### config.mk
export PLATFORM = sky130hd
export DESIGN_NAME = bcd_multidigit_counter_flat
export DESIGN_NICKNAME = d
export VERILOG_FILES = /design/src/rtl/bcd_multidigit_counter_if.sv /design/src/rtl/bcd_multidigit_counter.sv /design/src/flat_wrapper.sv
export SDC_FILE = /design/constraint.sdc
export NUM_CORES = 1
export LEC_CHECK = 0
export BUFFER_PORTS_ARGS = -buffer_cell sky130_fd_sc_hd__buf_2
export CAP_MARGIN = 20
export CORE_UTILIZATION = 35
export DETAILED_ROUTE_END_ITERATION = 8
export PLACE_DENSITY = 0.59
export SETUP_SLACK_MARGIN = 0.3
export SLEW_MARGIN = 5
export SYNTH_ARGS = -nofsm -noshare
export SYNTH_HDL_FRONTEND = slang
export SYNTH_SLANG_ARGS = --single-unit
### constraint.sdc
create_clock -name clk -period 3.6 [get_ports clk]
set_input_delay 0.18 -clock clk [delete_from_list [all_inputs] [get_ports clk]]
set_output_delay 0.18 -clock clk [all_outputs]
set_load 0.05 [all_outputs]
### src/rtl/bcd_multidigit_counter_if.sv
// Command and status bundle for the packed-BCD counter.
// The master drives commands; the slave (counter) drives count and flags.
interface bcd_multidigit_counter_if #(
    parameter int DIGITS = 4
);
    logic                  en;
    logic                  up;
    logic                  down;
    logic                  set9;
    logic                  set0;
    logic                  load;
    logic [4*DIGITS-1:0]   load_val;
    logic [4*DIGITS-1:0]   count;
    logic                  cout;
    logic                  bout;
    logic                  is_zero;
    logic                  is_max;
    logic                  illegal;

    modport master (
        output en, up, down, set9, set0, load, load_val,
        input  count, cout, bout, is_zero, is_max, illegal
    );

    modport slave (
        input  en, up, down, set9, set0, load, load_val,
        output count, cout, bout, is_zero, is_max, illegal
    );
endinterface

### src/rtl/bcd_multidigit_counter.sv
// N-digit packed-BCD up/down counter with wrap or saturate,
// set-to-max/zero, validated parallel load and cascade pulses.
module bcd_multidigit_counter #(
    parameter int DIGITS = 4,
    parameter bit WRAP   = 1'b1
) (
    input logic clk,
    input logic rst_n,
    bcd_multidigit_counter_if.slave bus
);
    localparam int W = 4 * DIGITS;
    localparam logic [W-1:0] MAX = {DIGITS{4'h9}};

    logic [W-1:0]      cnt_q;
    logic [W-1:0]      cnt_d;
    logic [W-1:0]      inc_v;
    logic [W-1:0]      dec_v;
    logic [DIGITS:0]   cy;
    logic [DIGITS:0]   bw;
    logic [DIGITS-1:0] dig_ok;
    logic [4:0]        cmd;
    logic              multi;
    logic              at_max;
    logic              at_zero;
    logic              cout_d;
    logic              bout_d;
    logic              ill_d;
    logic              cout_q;
    logic              bout_q;
    logic              ill_q;
    logic              zero_q;
    logic              max_q;

    assign cmd     = {bus.up, bus.down, bus.set9, bus.set0, bus.load};
    assign multi   = (cmd & (cmd - 5'd1)) != 5'd0;
    assign at_max  = cnt_q == MAX;
    assign at_zero = cnt_q == '0;

    // Ripple carry/borrow per digit: a digit changes only if all lower
    // digits rolled over.
    always_comb begin
        cy[0]  = 1'b1;
        bw[0]  = 1'b1;
        inc_v  = cnt_q;
        dec_v  = cnt_q;
        dig_ok = '0;
        for (int i = 0; i < DIGITS; i++) begin
            dig_ok[i] = bus.load_val[4*i +: 4] <= 4'd9;
            cy[i+1] = cy[i] && (cnt_q[4*i +: 4] == 4'd9);
            bw[i+1] = bw[i] && (cnt_q[4*i +: 4] == 4'd0);
            if (cy[i])
                inc_v[4*i +: 4] = cy[i+1] ? 4'd0
                                          : cnt_q[4*i +: 4] + 4'd1;
            if (bw[i])
                dec_v[4*i +: 4] = bw[i+1] ? 4'd9
                                          : cnt_q[4*i +: 4] - 4'd1;
        end
    end

    always_comb begin
        cnt_d  = cnt_q;
        cout_d = 1'b0;
        bout_d = 1'b0;
        ill_d  = 1'b0;
        if (bus.en && multi) begin
            ill_d = 1'b1;
        end else if (bus.en) begin
            unique case (1'b1)
                bus.up: begin
                    cout_d = at_max;
                    cnt_d  = at_max ? (WRAP ? '0 : MAX) : inc_v;
                end
                bus.down: begin
                    bout_d = at_zero;
                    cnt_d  = at_zero ? (WRAP ? MAX : '0) : dec_v;
                end
                bus.set9: cnt_d = MAX;
                bus.set0: cnt_d = '0;
                bus.load: begin
                    if (&dig_ok) cnt_d = bus.load_val;
                    else         ill_d = 1'b1;
                end
                default: ;
            endcase
        end
    end

    always_ff @(posedge clk or negedge rst_n) begin
        if (!rst_n) begin
            cnt_q  <= '0;
            cout_q <= 1'b0;
            bout_q <= 1'b0;
            ill_q  <= 1'b0;
            zero_q <= 1'b1;
            max_q  <= 1'b0;
        end else begin
            cnt_q  <= cnt_d;
            cout_q <= cout_d;
            bout_q <= bout_d;
            ill_q  <= ill_d;
            zero_q <= cnt_d == '0;
            max_q  <= cnt_d == MAX;
        end
    end

    assign bus.count   = cnt_q;
    assign bus.cout    = cout_q;
    assign bus.bout    = bout_q;
    assign bus.illegal = ill_q;
    assign bus.is_zero = zero_q;
    assign bus.is_max  = max_q;
endmodule

### src/flat_wrapper.sv
// flat-port wrapper written by rule: the top's interface ports become plain ports
module bcd_multidigit_counter_flat 
#(
    parameter int DIGITS = 4,
    parameter bit WRAP   = 1'b1
)
  (clk, rst_n, bus_en, bus_up, bus_down, bus_set9, bus_set0, bus_load, bus_load_val, bus_count, bus_cout, bus_bout, bus_is_zero, bus_is_max, bus_illegal);
  bcd_multidigit_counter_if #(.DIGITS(DIGITS)) bus_i ();
  input logic clk;
  input logic rst_n;
  input wire logic [$bits(bus_i.en)-1:0] bus_en;
  input wire logic [$bits(bus_i.up)-1:0] bus_up;
  input wire logic [$bits(bus_i.down)-1:0] bus_down;
  input wire logic [$bits(bus_i.set9)-1:0] bus_set9;
  input wire logic [$bits(bus_i.set0)-1:0] bus_set0;
  input wire logic [$bits(bus_i.load)-1:0] bus_load;
  input wire logic [$bits(bus_i.load_val)-1:0] bus_load_val;
  output wire logic [$bits(bus_i.count)-1:0] bus_count;
  output wire logic [$bits(bus_i.cout)-1:0] bus_cout;
  output wire logic [$bits(bus_i.bout)-1:0] bus_bout;
  output wire logic [$bits(bus_i.is_zero)-1:0] bus_is_zero;
  output wire logic [$bits(bus_i.is_max)-1:0] bus_is_max;
  output wire logic [$bits(bus_i.illegal)-1:0] bus_illegal;
  assign bus_i.en = bus_en;
  assign bus_i.up = bus_up;
  assign bus_i.down = bus_down;
  assign bus_i.set9 = bus_set9;
  assign bus_i.set0 = bus_set0;
  assign bus_i.load = bus_load;
  assign bus_i.load_val = bus_load_val;
  assign bus_count = bus_i.count;
  assign bus_cout = bus_i.cout;
  assign bus_bout = bus_i.bout;
  assign bus_is_zero = bus_i.is_zero;
  assign bus_is_max = bus_i.is_max;
  assign bus_illegal = bus_i.illegal;
  bcd_multidigit_counter #(.DIGITS(DIGITS), .WRAP(WRAP)) u_core (.clk(clk), .rst_n(rst_n), .bus(bus_i));
endmodule
==> flow_summary.json <==
{
  "core_region_area_um2": 6030,
  "cts_root_buffer": "clkbuf_8",
  "cts_setup_buffers": 0,
  "antenna_cells": 0,
  "p_leak_nw": 1.08,
  "ioPinCount": 45,
  "grt_pass1_vias": 2304,
  "antenna_found_initial": 0,
  "clkTransAtPathRegs_ns": 0.08,
  "wire_per_inst_um": 19.1,
  "worst_ep_required_time_ns": 3.81,
  "synth_nets": 316,
  "ys_types": 72,
  "cts_tree": "built",
  "dp_hpwl_mm": 5.46,
  "fin_nets": 355,
  "arrival_ns": 3.31,
  "clk_latency_ns": 0.26,
  "rows": 28,
  "grt-ovfl-total": 0,
  "hold_path_class": "primary input to flop",
  "dr.pass1.iters": 8,
  "port_buffers": 44,
  "relSlewSlack_pct": 53.9,
  "htree_levels": 1,
  "worstHoldStart": "bus_en",
  "synthFlopType": "dfrtp_1",
  "dieArea_um2": 6700,
  "finalWirelength_mm": 7.47,
  "chipWidth_um": 81.8,
  "cts_buffers": 3,
  "fp.dieH_um": 81.8,
  "fin_setup_tns_ns": 0,
  "synth_area_um2": 2230,
  "cts_buffer_depth": 2,
  "status": "complete, no violations",
  "fin_crit_sh_pct": 86.3,
  "power.density_nw_per_um2": 557,
  "fin_crit_ns": 3.11,
  "start_util_pct": 37.0,
  "gp_congestion": 0.976,
  "synth-seq-cells": 21,
  "synthCells": 277,
  "crit_start": "u_core.bus.count[0]",
  "drv_slew": 0,
  "vias": 2392,
  "seq_area_frac_synth_pct": 23.6,
  "ir_worst_vdd_mv": 0.317,
  "cts_sinks": 21,
  "vias_per_cell": 6.13,
  "final_common_cell": "buf_2",
  "fmax_ghz": 0.322,
  "worstSetupStartpointType": "flop",
  "fin_hold_ws_ns": 0.192,
  "grt_max_degree": 25,
  "ctsResizeCount": 0,
  "skew_ns": 0.00424,
  "drc_errors": 0,
  "endpoint_kind": "flop",
  "grt_pass1_wl_mm": 12.1,
  "final_cells": 390,
  "rsz0062_at_grt": "no",
  "timing.final.hold_violations": 0,
  "totalPowerFinal_w": 0.00141,
  "drt_iter0_drc": 208,
  "tightest_slew_ns": 0.686,
  "rr_startpoint": "u_core.bus.count[0]",
  "critical_path_class": "flop to flop",
  "drive_above_1_share_pct": 24.4,
  "worstPathMaxFanout": 9,
  "yosys_warnings": 0,
  "async_reset_ff_share_pct": 100,
  "utilization_pct": 41.9,
  "area_growth_syn_to_layout_pct": 13.2,
  "grtUsageTotal_pct": 23.9,
  "setup_viol": 0,
  "max-cap-violations": 0,
  "postRouteAntennaNets": 0,
  "synth_enable_flop_cells": 0,
  "place_inst": 385,
  "synth.avg_cell_area_um2": 8.05,
  "final_cell_mix": "44 x buf_2, 27 x nand2_1, 26 x o21ai_0"
}
-- cells in the mapped netlist (2+ instances only) --
cell type | number | area share, %
and4_2 | 2 | 0.90
clkbuf_1 | 8 | 1.3
nand4b_1 | 2 | 0.79
and3b_1 | 3 | 1.2
buf_4 | 2 | 0.67
o22ai_1 | 2 | 0.56
nor3_1 | 13 | 2.9
and3_2 | 2 | 0.67
nand3b_1 | 4 | 1.3
ha_1 | 15 | 8.4
a31oi_1 | 11 | 3.1
o311ai_0 | 2 | 0.79
inv_1 | 19 | 3.2
nand2_1 | 27 | 4.5
o31ai_1 | 2 | 0.67
clkbuf_8 | 2 | 1.2
nor3b_1 | 2 | 0.67
buf_6 | 3 | 1.5
a22oi_1 | 2 | 0.67
and4_1 | 2 | 0.79
o211ai_1 | 2 | 0.67
a311o_1 | 2 | 0.90
a21oi_1 | 9 | 2.0
a31o_2 | 2 | 0.79
nor4_1 | 5 | 1.4
and2_2 | 2 | 0.67
a221o_2 | 3 | 1.5
o21a_1 | 2 | 0.67
nand4_1 | 3 | 0.84
xnor2_1 | 2 | 0.79
or3b_4 | 2 | 1.0
a211oi_1 | 7 | 2.4
a22o_1 | 2 | 0.79
dfrtp_1 | 20 | 22
nor2_1 | 13 | 2.2
nand3_1 | 15 | 3.4
o21ai_0 | 26 | 5.8
-- logic make-up (layout without fill, tap and decap cells) --
family,count (synthesis),count (layout),share of synthesized area [%]
AOI/OAI and AO/OA,93,93,28.9
buffers and inverters,35,73,8.19
DFF,21,21,23.6
xor gates and xnor gates,3,3,1.18
adders and majority gates,15,15,8.41
and+or+nand+nor,110,110,29.7
-- worst max-delay path: stages (launching register included) --
cell,delay [ns]
dfrtp_1,0.47
inv_1,0.11
ha_1,0.23
or3b_4,0.45
nor3_4,0.41
a21oi_2,0.10
o31a_1,0.28
a311o_1,0.34
nand4b_4,0.20
nor4_4,0.24
and4_1,0.21
-- registers in the layout (all words and copies together) (netlist names) --
register            flops
u_core.bus.cout         1
u_core.bus.illegal      1
u_core.bus.count       16
u_core.bus.is_zero      1
u_core.bus.bout         1
u_core.bus.is_max       1
-- worst paths after layout --
check,to,slack (ns),cells after the start
max,u_core.bus.is_zero,0.49,10
min,u_core.bus.illegal,0.19,3
max reg2reg,u_core.bus.is_zero,0.49,10
min reg2reg,u_core.bus.count[9],0.69,1
max in group asynchronous,u_core.bus.is_zero,2.83,2
min in group asynchronous,u_core.bus.count[15],0.41,2
-- routing by layer --
layer / global-route usage, % / share of wire, % / routed length (um)
met4: 5.79 / 1.8 / 138
met1: 33.1 / 45 / 3370
met3: 3.33 / 7.0 / 521
met5: 0 / 0 / 0
met2: 38.8 / 46 / 3440
-- timing repair --
action                                  CTS  global route
endpoints found under the setup margin    0             0
hold buffers                              1             0
hold endpoints to repair                 20             0
-- cell type report --
cell class                      instances  area (um2)
Inverter                               19        71.3
Fill cell                             649        3500
Multi-Input combinational cell        221        1520
Sequential cell                        21         527
Timing Repair Buffer                   50         268
Clock buffer                            4        45.0
Tap cell                               75        93.8
-- stage by stage --
stage	worst slack [ns]	instance area, um2
2_1_floorplan	0.568	2230
3_3_place_gp	0.590	2470
3_5_place_dp	0.532	2470
4_1_cts	0.516	2530
5_1_grt	0.312	2530
6_report	0.495	2530
-- power by group --
group          total (W)  switching, W  leakage, nW  internal, W
combinational   0.000831      0.000546        0.801     0.000285
clock           0.000160     0.0000813       0.0228    0.0000790
sequential      0.000415      0.000130        0.255     0.000285
total            0.00141      0.000758         1.08     0.000649
No activity file was read; power rests on OpenSTA's default activity.
